**src/rtl/control_sequencer_if.sv**
```systemverilog
// control_sequencer_if: instruction/memory inputs and datapath control strobes of the sequencer
interface control_sequencer_if #(parameter int ALUW = 4);
  logic [31:0] ir;
  logic mem_rdy;
  logic Gra, Grb, Grc, Rin, Rout, BAout;
  logic PCout, PCin, IncPC, MARin, MDRin, MDRout, IRin, Yin, Zin, Zlowout, Cout;
  logic Read, Write;
  logic [ALUW-1:0] alu_op;
  logic run, illegal;
  modport master(
    input ir, mem_rdy,
    output Gra, Grb, Grc, Rin, Rout, BAout, PCout, PCin, IncPC, MARin, MDRin, MDRout,
    output IRin, Yin, Zin, Zlowout, Cout, Read, Write, alu_op, run, illegal
  );
  modport slave(
    output ir, mem_rdy,
    input Gra, Grb, Grc, Rin, Rout, BAout, PCout, PCin, IncPC, MARin, MDRin, MDRout,
    input IRin, Yin, Zin, Zlowout, Cout, Read, Write, alu_op, run, illegal
  );
endinterface

```
**src/rtl/control_sequencer.sv**
```systemverilog
// control_sequencer: Mini SRC T-state control unit; ILLEGAL_TRAP_EN halts on undefined opcodes with a sticky flag
module control_sequencer #(
  parameter int OPW = 5,
  parameter int ALUW = 4
) (
  input  logic clk,
  input  logic reset,
  control_sequencer_if.master bus
);
  typedef enum logic [3:0] {T0, T1, T2, T3, T4, T5, T6, T7, HALT} state_t;
  state_t state;
  logic t1_first;
  logic [OPW-1:0] op;
  logic rtype, itype, ldi, ld, st, hlt, mem, exec, alu_path;
  logic s0, s1, s2, s3, s4, s5, s6, s7;
  assign op = bus.ir[31 -: OPW];
  assign rtype = op inside {[OPW'(3):OPW'(6)]};
  assign itype = op inside {[OPW'(12):OPW'(14)]};
  assign ldi = op == OPW'(1);
  assign ld = op == OPW'(0);
  assign st = op == OPW'(2);
  assign hlt = op == OPW'(27);
  assign mem = ld | st;
  assign alu_path = rtype | itype | ldi;
  assign exec = alu_path | mem;
  // Outputs are gated by reset so an aborted request drops in the reset cycle itself
  assign s0 = !reset && state == T0;
  assign s1 = !reset && state == T1;
  assign s2 = !reset && state == T2;
  assign s3 = !reset && state == T3;
  assign s4 = !reset && state == T4;
  assign s5 = !reset && state == T5;
  assign s6 = !reset && state == T6;
  assign s7 = !reset && state == T7;
  assign bus.Gra = (s5 & alu_path) | (s6 & st) | (s7 & ld);
  assign bus.Grb = s3 & exec;
  assign bus.Grc = s4 & rtype;
  assign bus.Rin = (s5 & alu_path) | (s7 & ld);
  assign bus.Rout = (s3 & (rtype | itype)) | (s4 & rtype) | (s6 & st);
  assign bus.BAout = s3 & (ldi | mem);
  assign bus.PCout = s0;
  assign bus.PCin = s1 & t1_first;
  assign bus.IncPC = s0;
  assign bus.MARin = s0 | (s5 & mem);
  assign bus.MDRin = s1 | (s6 & mem);
  assign bus.MDRout = s2 | (s7 & ld);
  assign bus.IRin = s2;
  assign bus.Yin = s3 & exec;
  assign bus.Zin = s0 | (s4 & exec);
  assign bus.Zlowout = s1 | (s5 & exec);
  assign bus.Cout = s4 & (itype | ldi | mem);
  assign bus.Read = s1 | (s6 & ld);
  assign bus.Write = s7 & st;
  // Opcodes within each ALU group are ordered so an offset yields ADD/SUB/AND/OR; addi has no SUB slot
  assign bus.alu_op = !s4 ? '0 :
                      rtype ? ALUW'(op - OPW'(3)) :
                      (itype && op != OPW'(12)) ? ALUW'(op - OPW'(11)) : '0;
  assign bus.run = state != HALT;
`ifdef ILLEGAL_TRAP_EN
  logic trap;
  logic known;
  assign known = exec | hlt | op == OPW'(26);
  assign bus.illegal = trap & !reset;
`else
  assign bus.illegal = 1'b0;
`endif
  always_ff @(posedge clk) begin
    if (reset) begin
      state <= T0;
      t1_first <= 1'b0;
`ifdef ILLEGAL_TRAP_EN
      trap <= 1'b0;
`endif
    end else begin
      t1_first <= state == T0;
      case (state)
        T0: state <= T1;
        T1: state <= bus.mem_rdy ? T2 : T1;
        T2: state <= T3;
        T3: begin
          state <= hlt ? HALT : exec ? T4 : T0;
`ifdef ILLEGAL_TRAP_EN
          if (!known) begin
            state <= HALT;
            trap <= 1'b1;
          end
`endif
        end
        T4: state <= T5;
        T5: state <= mem ? T6 : T0;
        T6: state <= (st | bus.mem_rdy) ? T7 : T6;
        T7: state <= (ld | bus.mem_rdy) ? T0 : T7;
        HALT: state <= HALT;
        default: state <= T0;
      endcase
    end
  end
endmodule

```
**src/flat_wrapper.sv**
```systemverilog
// flat-port wrapper written by rule: the top's interface ports become plain ports
module control_sequencer_flat 
#(
  parameter int OPW = 5,
  parameter int ALUW = 4
)
  (clk, reset, bus_ir, bus_mem_rdy, bus_Gra, bus_Grb, bus_Grc, bus_Rin, bus_Rout, bus_BAout, bus_PCout, bus_PCin, bus_IncPC, bus_MARin, bus_MDRin, bus_MDRout, bus_IRin, bus_Yin, bus_Zin, bus_Zlowout, bus_Cout, bus_Read, bus_Write, bus_alu_op, bus_run, bus_illegal);
  control_sequencer_if #(.ALUW(ALUW)) bus_i ();
  input  logic clk;
  input  logic reset;
  input wire logic [$bits(bus_i.ir)-1:0] bus_ir;
  input wire logic [$bits(bus_i.mem_rdy)-1:0] bus_mem_rdy;
  output wire logic [$bits(bus_i.Gra)-1:0] bus_Gra;
  output wire logic [$bits(bus_i.Grb)-1:0] bus_Grb;
  output wire logic [$bits(bus_i.Grc)-1:0] bus_Grc;
  output wire logic [$bits(bus_i.Rin)-1:0] bus_Rin;
  output wire logic [$bits(bus_i.Rout)-1:0] bus_Rout;
  output wire logic [$bits(bus_i.BAout)-1:0] bus_BAout;
  output wire logic [$bits(bus_i.PCout)-1:0] bus_PCout;
  output wire logic [$bits(bus_i.PCin)-1:0] bus_PCin;
  output wire logic [$bits(bus_i.IncPC)-1:0] bus_IncPC;
  output wire logic [$bits(bus_i.MARin)-1:0] bus_MARin;
  output wire logic [$bits(bus_i.MDRin)-1:0] bus_MDRin;
  output wire logic [$bits(bus_i.MDRout)-1:0] bus_MDRout;
  output wire logic [$bits(bus_i.IRin)-1:0] bus_IRin;
  output wire logic [$bits(bus_i.Yin)-1:0] bus_Yin;
  output wire logic [$bits(bus_i.Zin)-1:0] bus_Zin;
  output wire logic [$bits(bus_i.Zlowout)-1:0] bus_Zlowout;
  output wire logic [$bits(bus_i.Cout)-1:0] bus_Cout;
  output wire logic [$bits(bus_i.Read)-1:0] bus_Read;
  output wire logic [$bits(bus_i.Write)-1:0] bus_Write;
  output wire logic [$bits(bus_i.alu_op)-1:0] bus_alu_op;
  output wire logic [$bits(bus_i.run)-1:0] bus_run;
  output wire logic [$bits(bus_i.illegal)-1:0] bus_illegal;
  assign bus_i.ir = bus_ir;
  assign bus_i.mem_rdy = bus_mem_rdy;
  assign bus_Gra = bus_i.Gra;
  assign bus_Grb = bus_i.Grb;
  assign bus_Grc = bus_i.Grc;
  assign bus_Rin = bus_i.Rin;
  assign bus_Rout = bus_i.Rout;
  assign bus_BAout = bus_i.BAout;
  assign bus_PCout = bus_i.PCout;
  assign bus_PCin = bus_i.PCin;
  assign bus_IncPC = bus_i.IncPC;
  assign bus_MARin = bus_i.MARin;
  assign bus_MDRin = bus_i.MDRin;
  assign bus_MDRout = bus_i.MDRout;
  assign bus_IRin = bus_i.IRin;
  assign bus_Yin = bus_i.Yin;
  assign bus_Zin = bus_i.Zin;
  assign bus_Zlowout = bus_i.Zlowout;
  assign bus_Cout = bus_i.Cout;
  assign bus_Read = bus_i.Read;
  assign bus_Write = bus_i.Write;
  assign bus_alu_op = bus_i.alu_op;
  assign bus_run = bus_i.run;
  assign bus_illegal = bus_i.illegal;
  control_sequencer #(.OPW(OPW), .ALUW(ALUW)) u_core (.clk(clk), .reset(reset), .bus(bus_i));
endmodule
```
**config.mk**
```make
export PLATFORM = sky130hd
export DESIGN_NAME = control_sequencer_flat
export DESIGN_NICKNAME = d
export VERILOG_FILES = /design/src/rtl/control_sequencer_if.sv /design/src/rtl/control_sequencer.sv /design/src/flat_wrapper.sv
export SDC_FILE = /design/constraint.sdc
export NUM_CORES = 1
export LEC_CHECK = 0
export ABC_CLOCK_PERIOD_IN_PS = 1450
export BUFFER_PORTS_ARGS = -buffer_cell sky130_fd_sc_hd__buf_4
export CELL_PAD_IN_SITES_DETAIL_PLACEMENT = 0
export CELL_PAD_IN_SITES_GLOBAL_PLACEMENT = 2
export CORE_UTILIZATION = 17
export DETAILED_ROUTE_END_ITERATION = 10
export GPL_TIMING_DRIVEN = 1
export PLACE_DENSITY = 0.75
export SYNTH_ARGS = -nofsm -noshare
export SYNTH_HDL_FRONTEND = slang
export SYNTH_SLANG_ARGS = --single-unit
```
**constraint.sdc**
```tcl
create_clock -name clk -period 1.45 [get_ports clk]
set_input_delay 0.145 -clock clk [delete_from_list [all_inputs] [get_ports clk]]
set_output_delay 0.145 -clock clk [all_outputs]
set_load 0.05 [all_outputs]
```
==> results of run 1 <==
layer usage:
layer	routed length [um]	vias up	track usage
met5	0	-	0
li1	-	585	-
met1	1471	564	0.1670
met4	12	0	0.02000
met2	1805	28	0.2434
met3	130	2	0.02391
cells by family after synthesis:
kind of cell / count (synthesis) / synth area share
XOR/XNOR: 1 / 0.01075
AO/OA/AOI/OAI: 32 / 0.2765
flip-flops: 5 / 0.1229
multiplexers: 1 / 0.01229
buffers and inverters: 17 / 0.1213
adder cells (fa/ha/maj): 4 / 0.06145
other: 1 / 0.004604
AND/OR/NAND/NOR: 55 / 0.3902
cells in the mapped netlist:
cell type / instances
and3_1: 3
clkbuf_1: 4
mux2i_1: 1
nor2b_1: 2
nor2_1: 15
nor3_1: 7
o22ai_1: 3
o21bai_1: 1
conb_1: 1
and2_1: 2
a21o_1: 3
inv_1: 6
o21ai_1: 2
nor4b_1: 1
buf_6: 3
or3_1: 2
or4b_1: 3
nand2b_1: 6
o21ai_0: 6
a21oi_1: 6
nor4_1: 2
and3b_1: 1
xor2_1: 1
and4b_1: 1
buf_4: 3
a2111oi_4: 1
or4_4: 1
a21bo_2: 1
dfxtp_1: 5
o31ai_1: 2
nor3b_1: 1
buf_2: 1
nand4_1: 1
ha_1: 4
o21ai_2: 2
a31oi_1: 2
nand2_1: 5
or4b_4: 1
a211oi_1: 2
o32ai_1: 1
nand3_1: 1
layout by cell type, fill, tap and decap left out, types with 2 or more instances in the layout:
master / n
nor2_1: 4
nand2b_1: 4
nand2_1: 3
nand2b_4: 2
o21ai_0: 2
buf_6: 28
a21oi_4: 2
and3_1: 2
o21ai_1: 3
buf_4: 48
or3_4: 2
o21ai_2: 3
nor3_1: 2
inv_2: 2
o22ai_4: 3
dfxtp_2: 3
a21oi_2: 2
ha_4: 3
or4b_4: 4
clkbuf_8: 3
o21ai_4: 2
and2_4: 2
nor3_4: 5
a21o_1: 2
buf_12: 2
buf_8: 12
nor2_4: 10
a21oi_1: 2
inv_1: 3
what timing repair did:
item,4_1_cts,5_1_grt
setup buffers,8,10
pin swaps,20,12
endpoints found under the setup margin,28,28
hold buffers,0,0
gates resized for setup,85,27
power by group through the flow:
stage | clock (mW) | combinational, mW | sequential [mW]
floorplan | 0 | 0.249 | 0.152
global placement | 0 | 0.396 | 0.150
detailed placement | 0 | 0.399 | 0.150
CTS | 0.262 | 0.490 | 0.147
global route | 0.274 | 0.578 | 0.150
finish | 0.257 | 0.547 | 0.149
layout make-up:
class                      instances  area, um^2
clock buffer                       4       45.04
fill                             424        2286
inverter                           6       35.03
multi-input combinational         94        1040
sequential                         5       107.6
tap                               52       65.06
timing repair buffer              90       895.9
worst min-delay path, cell delays in order:
cell     delay, ns
buf_4         0.11
o21ai_1       0.05
and3_1        0.14
sequential cells by signal, summed over array words and instances (netlist names):
name             cells
u_core.t1_first      1
u_core.state         4
per-stage QoR:
stage          cell area (um^2)  hold slack (ns)  power, mW  instances  setup WS (ns)
2_1_floorplan              1050           0.3273     0.4009        116        -0.3359
3_3_place_gp               1579           0.5635     0.5459        232        -0.4106
3_5_place_dp               1579           0.5631     0.5495        232        -0.4320
4_1_cts                    2011           0.3271     0.8991        242        -0.4415
5_1_grt                    2188           0.2893      1.002        251        -0.4748
6_report                   2188           0.2770     0.9533        251        -0.4262
worst max-delay path by stage:
stage	startpoint	to	slack (ns)	cells after the start
global placement	bus_ir[27]	bus_MDRin	-0.41	7
finish	u_core.state[1]	bus_alu_op[3]	-0.43	5
global route	u_core.state[0]	bus_alu_op[3]	-0.47	5
detailed placement	bus_ir[27]	bus_MDRin	-0.43	7
floorplan	u_core.state[2]	bus_Zin	-0.34	4
CTS	u_core.state[0]	bus_alu_op[3]	-0.44	5
==> impl_metrics.py, run 1 <==
metrics = {
    "cts": {
        "cts-htree-levels": 1,
        "clk_pin_slew_worst_paths_ns": 0.04,
        "tritoncts": "built",
        "clock_path_buffers": 2,
        "cts_inserted_buffers": 3,
        "cts-root-buf": "clkbuf_8",
        "clock_latency_ns": 0.22,
        "cts_sinks": 5,
    },
    "critical_path": {
        "worstPathRequired_ns": 1.31,
        "crit_buf_inv": 1,
        "worstSetupPathType": "reg2out",
        "timing.reg2reg.setup_slack_ns": 0,
        "cpLargestDelayFamily": "simple AND/OR/NAND/NOR gates",
        "critPathCaptureType": "primary output",
        "critPathArrivalTime_ns": 1.73,
        "reg2reg_depth": 4,
        "slowest_delay_ns": 0.55,
        "crit_chain": "or4b_4 -> nor2_4 -> o21ai_4 -> a21oi_4 -> buf_6",
        "worst_path_max_delay_cell": "or4b_4",
        "cp-start-kind": "flop",
        "crit_path_max_fanout": 4,
        "reg2reg_from": "u_core.state[0]",
        "reg2reg_to": "u_core.state[2]",
    },
    "synthesis": {
        "yosysTopAreaCell": "dfxtp_1",
        "synth_area_um2": 814.5,
        "synth_fp_nets": 155,
        "seq_area_frac_synth": 0.1229,
        "synth.area.top_cells": "dfxtp_1 (12%), nor2_1 (6.9%), ha_1 (6.1%)",
        "synth.avg_cell_area_um2": 7.022,
        "netlist_instances": 116,
        "ys_seq_elements": 5,
        "ys_warn_count": 0,
        "synth_top_area_share": 0.1229,
        "synth.distinct_cells": 41,
    },
    "finish": {
        "final_util": 0.4891,
        "nets": 239,
        "drive_above_1_share": 0.8040,
        "area.growth.synth_to_final_pct": 168.7,
        "diodes": 0,
    },
    "hold_path": {
        "min_from": "bus_mem_rdy",
        "holdPathStages": 3,
        "hp-class": "in2reg",
        "hold_end": "u_core.state[0]",
    },
    "sta": {
        "clock.fmax_ghz": 0.5330,
        "finalHoldViolations": 0,
        "worst_slack_ns": -0.4262,
        "finalCritPeriodShare": 1.294,
        "tns_ns": -6.298,
        "fin_crit_ns": 1.876,
        "slew_violations": 0,
        "skew_ns": 0.002392,
        "grt_setup_unrepaired": "true",
        "finalSetupViolCount": 24,
    },
    "power_and_ir_drop": {
        "pwr-share-clk": 0.270,
        "pwr-share-seq": 0.156,
        "power_switching_mw": 0.3564,
        "pwr-share-comb": 0.574,
        "p_leak_nw": 0.9090,
        "peakVddDrop_mv": 0.3154,
        "p_per_area_mw_per_mm2": 435.6,
        "p_sw_frac": 0.3739,
        "internal-power_mw": 0.5969,
    },
    "detailed_routing": {
        "drc": 4,
        "drt_first_pass_iters": 7,
        "drtIter0Drc": 64,
        "postRouteAntennaNets": 0,
        "viasPerCell": 4.697,
        "dr_total_vias": 1179,
        "detail_route.wl_per_cell_um": 13.62,
        "drt-total-wl_um": 3419,
    },
    "place": {
        "dp_hpwl_um": 2407,
        "place_congestion": 0.7899,
        "io_buffers": 31,
    },
    "global_route": {
        "antenna_found_initial": 0,
        "grt_overflow": 0,
        "grt_pass1_wl_um": 5492,
        "grt_max_degree": 16,
        "grtUsageTotal": 0.1336,
        "grt_pass1_vias": 1196,
    },
    "status": {
        "violations": "design-rule violations, negative setup slack",
        "status": "finished, violations left",
    },
    "die": {
        "io_pins": 60,
        "rows": 24,
        "dieArea_mm2": 0.005072,
        "coreArea_mm2": 0.004474,
        "die_w_um": 71.22,
        "start_util": 0.1820,
        "die_h_um": 71.22,
    },
    "run": {
        "drv_cap": 0,
    },
}
Power figures use the tool's default switching activity.
==> run 2, diff against run 1 <==
--- a/config.mk
+++ b/config.mk
@@ -13,6 +13,7 @@
 export DETAILED_ROUTE_END_ITERATION = 10
 export GPL_TIMING_DRIVEN = 1
 export PLACE_DENSITY = 0.75
+export REMOVE_ABC_BUFFERS = 1
 export SYNTH_ARGS = -nofsm -noshare
 export SYNTH_HDL_FRONTEND = slang
 export SYNTH_SLANG_ARGS = --single-unit
==> impl_metrics.py, run 2 (synthesis results as in run 1) <==
metrics = {
    "detailed_routing": {
        "drt_first_pass_iters": 7,
        "dr_total_vias": 1095,
        "drtIter0Drc": 50,
        "drc": 3,
        "drt-total-wl_um": 3266,
        "postRouteAntennaNets": 0,
        "viasPerCell": 4.563,
        "detail_route.wl_per_cell_um": 13.61,
    },
    "place": {
        "dp_hpwl_um": 2348,
        "dpl.cell_count": 230,
        "dp_slack_ns": -0.5330,
        "place_congestion": 0.8223,
        "io_buffers": 31,
    },
    "sta": {
        "finalHoldViolations": 0,
        "finalSetupViolCount": 27,
        "skew_ns": 0.0009739,
        "slew_violations": 0,
        "tns_ns": -6.868,
        "grt_setup_unrepaired": "true",
        "fin_crit_ns": 1.851,
        "finalCritPeriodShare": 1.277,
        "worst_slack_ns": -0.4012,
        "clock.fmax_ghz": 0.5402,
    },
    "global_route": {
        "grt_pass1_wl_um": 5237,
        "grt_max_degree": 16,
        "grt_overflow": 0,
        "antenna_found_initial": 0,
        "grtUsageTotal": 0.1285,
        "grt_pass1_vias": 1152,
    },
    "power_and_ir_drop": {
        "peakVddDrop_mv": 0.2084,
        "internal-power_mw": 0.5392,
        "pwr-share-clk": 0.302,
        "p_total_mw": 0.8620,
        "pwr-share-comb": 0.523,
        "p_leak_nw": 0.8233,
        "power_switching_mw": 0.3228,
        "p_sw_frac": 0.3745,
        "pwr-share-seq": 0.175,
        "p_per_area_mw_per_mm2": 460.2,
    },
    "die": {
        "io_pins": 60,
        "start_util": 0.1820,
        "die_w_um": 71.22,
        "rows": 24,
        "dieArea_mm2": 0.005072,
        "die_h_um": 71.22,
        "coreArea_mm2": 0.004474,
    },
    "critical_path": {
        "critPathCaptureType": "primary output",
        "critPathArrivalTime_ns": 1.71,
        "crit_path_max_fanout": 4,
        "slowest_delay_ns": 0.56,
        "reg2reg_from": "u_core.state[2]",
        "timing.reg2reg.setup_slack_ns": -0.10,
        "cpLargestDelayFamily": "simple AND/OR/NAND/NOR gates",
        "reg2reg_depth": 5,
        "cpMostUsedCell": "buf_6",
        "reg2reg_to": "u_core.state[2]",
        "cp-start-kind": "flop",
        "crit_chain": "or4b_4 -> nor2_4 -> buf_6 -> o21ai_4 -> a21oi_2 -> buf_6",
        "setup.worst_path.start": "u_core.state[0]",
        "worstSetupPathType": "reg2out",
        "worstPathRequired_ns": 1.31,
        "crit_buf_inv": 2,
        "worst_path_max_delay_cell": "or4b_4",
    },
    "finish": {
        "final_util": 0.4186,
        "layout_common_cells": "buf_4 (45), buf_6 (26), nor2_4 (7), buf_8 (7)",
        "largest_register_ffs": 4,
        "stdcell_count": 240,
        "largestRegisters": "u_core.state (4), u_core.t1_first (1)",
        "nets": 228,
        "diodes": 0,
        "area.growth.synth_to_final_pct": 130.0,
        "drive_above_1_share": 0.6968,
        "layout_commonest_cell": "buf_4",
        "top_register": "u_core.state",
    },
    "cts": {
        "cts-htree-levels": 1,
        "tritoncts": "built",
        "cts_sinks": 5,
        "cts-root-buf": "clkbuf_8",
        "clock_latency_ns": 0.22,
        "cts_inserted_buffers": 3,
        "clock_path_buffers": 2,
        "clk_pin_slew_worst_paths_ns": 0.04,
    },
    "run": {
        "drv_cap": 0,
    },
    "hold_path": {
        "hp-class": "in2reg",
        "hold_end": "u_core.state[1]",
        "holdPathStages": 3,
        "min_from": "reset",
    },
    "status": {
        "violations": "design-rule violations, negative setup slack",
        "status": "finished, violations left",
    },
}
## run 2: how the worst max path moves through the flow
stage	endpoint	cells past startpoint
after floorplan	bus_Zin	3
after global placement	bus_Zlowout	9
after detailed placement	bus_alu_op[3]	9
after CTS	bus_MDRin	7
after global routing	bus_Rout	11
final	bus_alu_op[3]	6
## run 2: timing repair
action | CTS | global route
hold buffers | 0 | 0
buffers inserted | 2 | 5
resized for setup | 81 | 27
gates cloned | 0 | 0
endpoints found under the setup margin | 28 | 27
pin swaps | 15 | 11
## run 2: metrics by stage
stage / cell area (um^2) / hold slack (ns)
after floorplan: 738.2 / 0.3273
after global placement: 1351 / 0.4757
after detailed placement: 1351 / 0.4767
after CTS: 1704 / 0.2628
after global routing: 1873 / 0.3202
final: 1873 / 0.2971
## run 2: final cells by class
cell class / count / area (um^2)
Inverter: 6 / 27.53
Fill cell: 434 / 2601
Multi-Input combinational cell: 94 / 875.8
Sequential cell: 5 / 103.9
Tap cell: 52 / 65.06
Timing Repair Buffer: 79 / 755.7
Clock buffer: 4 / 45.04
## run 2: layer usage
layer	share of wire	routed length [um]	GRT usage
met2	0.52	1692	0.2265
met5	0	0	0
met4	0.0058	19	0.03333
met1	0.43	1415	0.1581
met3	0.043	140	0.02813
## run 2: tightest hold or removal path, delay by kind of cell
| kind | cells | cell delay, ns |
|---|---|---|
| AOI/OAI and AO/OA | 2 | 0.19 |
| buffers and inverters | 1 | 0.13 |
## run 2: power by group through the flow
stage	registers [mW]	clock network (mW)	logic [mW]
floorplan	0.159	0	0.168
global placement	0.150	0	0.336
detailed placement	0.150	0	0.341
CTS	0.150	0.269	0.402
global route	0.151	0.284	0.480
finish	0.151	0.260	0.451
==> run 3, diff against run 2 <==
==> constraint.sdc (replaced) <==
create_clock -name clk -period 1.45 [get_ports clk]
set_input_delay 0.0725 -clock clk [delete_from_list [all_inputs] [get_ports clk]]
set_output_delay 0.0725 -clock clk [all_outputs]
set_load 0.05 [all_outputs]
==> impl_metrics.py, run 3 (synthesis results as in run 1) <==
metrics = {
    "status": {
        "status": "finished, violations left",
        "violations": "design-rule violations, negative setup slack",
    },
    "critical_path": {
        "reg2reg_from": "u_core.state[1]",
        "crit_chain": "or4b_4 -> nor2_4 -> buf_6 -> o21ai_4 -> a21oi_2 -> buf_6",
        "cpLargestDelayFamily": "simple AND/OR/NAND/NOR gates",
        "slowest_delay_ns": 0.56,
        "worstSetupPathType": "reg2out",
        "worstPathRequired_ns": 1.38,
        "cpMostUsedCell": "buf_6",
        "setup.worst_path.start": "u_core.state[3]",
        "crit_buf_inv": 2,
        "crit_path_max_fanout": 4,
        "worst_path_max_delay_cell": "or4b_4",
        "cp-start-kind": "flop",
        "critPathCaptureType": "primary output",
        "critPathArrivalTime_ns": 1.73,
    },
    "finish": {
        "nFillCells": 434,
        "area.growth.synth_to_final_pct": 141.0,
        "fin_area_mm2": 0.001963,
        "largestRegisters": "u_core.state (4), u_core.t1_first (1)",
        "final-seq-area_um2": 103.9,
        "layout_common_cells": "buf_4 (42), buf_6 (30), buf_8 (11)",
        "multi_input_area_um2": 884.6,
        "largest_register_ffs": 4,
        "drive_above_1_share": 0.7254,
        "nets": 233,
        "layout_commonest_cell": "buf_4",
        "diodes": 0,
        "final_util": 0.4388,
        "top_register": "u_core.state",
    },
    "cts": {
        "tritoncts": "built",
        "cts_sinks": 5,
        "clock_latency_ns": 0.23,
        "cts_inserted_buffers": 3,
        "clock_path_buffers": 2,
        "clk_pin_slew_worst_paths_ns": 0.04,
        "cts-root-buf": "clkbuf_8",
        "ctsHoldBuffers": 0,
        "cts-htree-levels": 1,
    },
    "power_and_ir_drop": {
        "pwr-share-seq": 0.168,
        "pwr-share-clk": 0.304,
        "peakVddDrop_mv": 0.2738,
        "power_switching_mw": 0.3441,
        "p_leak_nw": 0.8619,
        "pwr-share-comb": 0.528,
        "p_per_area_mw_per_mm2": 456.8,
        "p_sw_frac": 0.3837,
        "internal-power_mw": 0.5527,
    },
    "sta": {
        "fin_crit_ns": 1.806,
        "clock.fmax_ghz": 0.5537,
        "worst_slack_ns": -0.3559,
        "hold_ws_ns": 0.2717,
        "slew_violations": 0,
        "skew_ns": 0.006617,
        "finalHoldViolations": 0,
        "finalCritPeriodShare": 1.245,
        "grt_setup_unrepaired": "true",
        "finalSetupViolCount": 27,
    },
    "detailed_routing": {
        "drtIter0Drc": 38,
        "viasPerCell": 4.694,
        "detail_route.wl_per_cell_um": 13.81,
        "drc": 3,
        "postRouteAntennaNets": 0,
        "drt-total-wl_um": 3383,
        "dr_total_vias": 1150,
        "drt_first_pass_iters": 7,
    },
    "run": {
        "drv_cap": 0,
    },
    "die": {
        "die_w_um": 71.22,
        "rows": 24,
        "start_util": 0.1820,
        "dieArea_mm2": 0.005072,
        "coreArea_mm2": 0.004474,
        "die_h_um": 71.22,
        "io_pins": 60,
    },
    "global_route": {
        "antenna_found_initial": 0,
        "grt_overflow": 0,
        "grt_max_degree": 16,
        "grtUsageTotal": 0.1345,
        "grt_pass1_vias": 1153,
        "grt_pass1_wl_um": 5485,
    },
    "place": {
        "io_buffers": 31,
        "place_congestion": 0.8478,
        "dp_hpwl_um": 2300,
        "dpl_cell_area_mm2": 0.001329,
    },
    "hold_path": {
        "min_from": "bus_mem_rdy",
        "hp-class": "in2reg",
    },
}
[run 3: area by class of cell]
class                           count  share of cell area
Timing Repair Buffer               84              0.4270
Clock buffer                        3             0.02103
Inverter                            6             0.01275
Clock inverter                      1            0.002549
Multi-Input combinational cell     94              0.4506
Sequential cell                     5             0.05290
Tap cell                           52             0.03314
[run 3: tightest hold or removal path, stage by stage]
cell     delay, ns
buf_4         0.11
o21ai_0       0.08
and3_1        0.18
[run 3: stage by stage]
step                TNS (ns)  setup WS (ns)  total power, mW  instances
finish                -6.073        -0.3559           0.8969        245
CTS                   -5.664        -0.3463           0.8284        236
global placement      -4.389        -0.3027           0.4793        227
floorplan             -16.64         -2.171           0.3272        105
detailed placement    -5.362        -0.3729           0.4837        227
global route          -7.761        -0.4428           0.9466        245
[run 3: routing by layer]
metal / global-route usage / wire, um / share of wire / vias up
li1: - / - / - / 569
met1: 0.1687 / 1427 / 0.42 / 541
met2: 0.2370 / 1748 / 0.52 / 33
met3: 0.02532 / 154 / 0.046 / 7
met4: 0.03333 / 53 / 0.016 / 0
met5: 0 / 0 / 0 / -
[run 3: repair_timing]
action | in CTS | in global routing
resized for setup | 91 | 28
setup endpoints to repair | 27 | 28
setup buffers | 5 | 11
pin swaps | 21 | 16
[run 3: power groups by stage]
stage / registers [mW] / clock network, mW / logic [mW]
2_1_floorplan: 0.159 / 0 / 0.168
3_3_place_gp: 0.150 / 0 / 0.330
3_5_place_dp: 0.150 / 0 / 0.334
4_1_cts: 0.148 / 0.273 / 0.407
5_1_grt: 0.151 / 0.290 / 0.506
6_report: 0.150 / 0.273 / 0.474
[run 3: final timing paths]
kind | to | slack [ns] | cells after the start
worst max register to register | u_core.state[2] | -0.23 | 6
worst min register to register | u_core.state[2] | 0.60 | 2
worst max-delay path | bus_alu_op[3] | -0.36 | 6
worst min-delay path | u_core.state[0] | 0.27 | 3
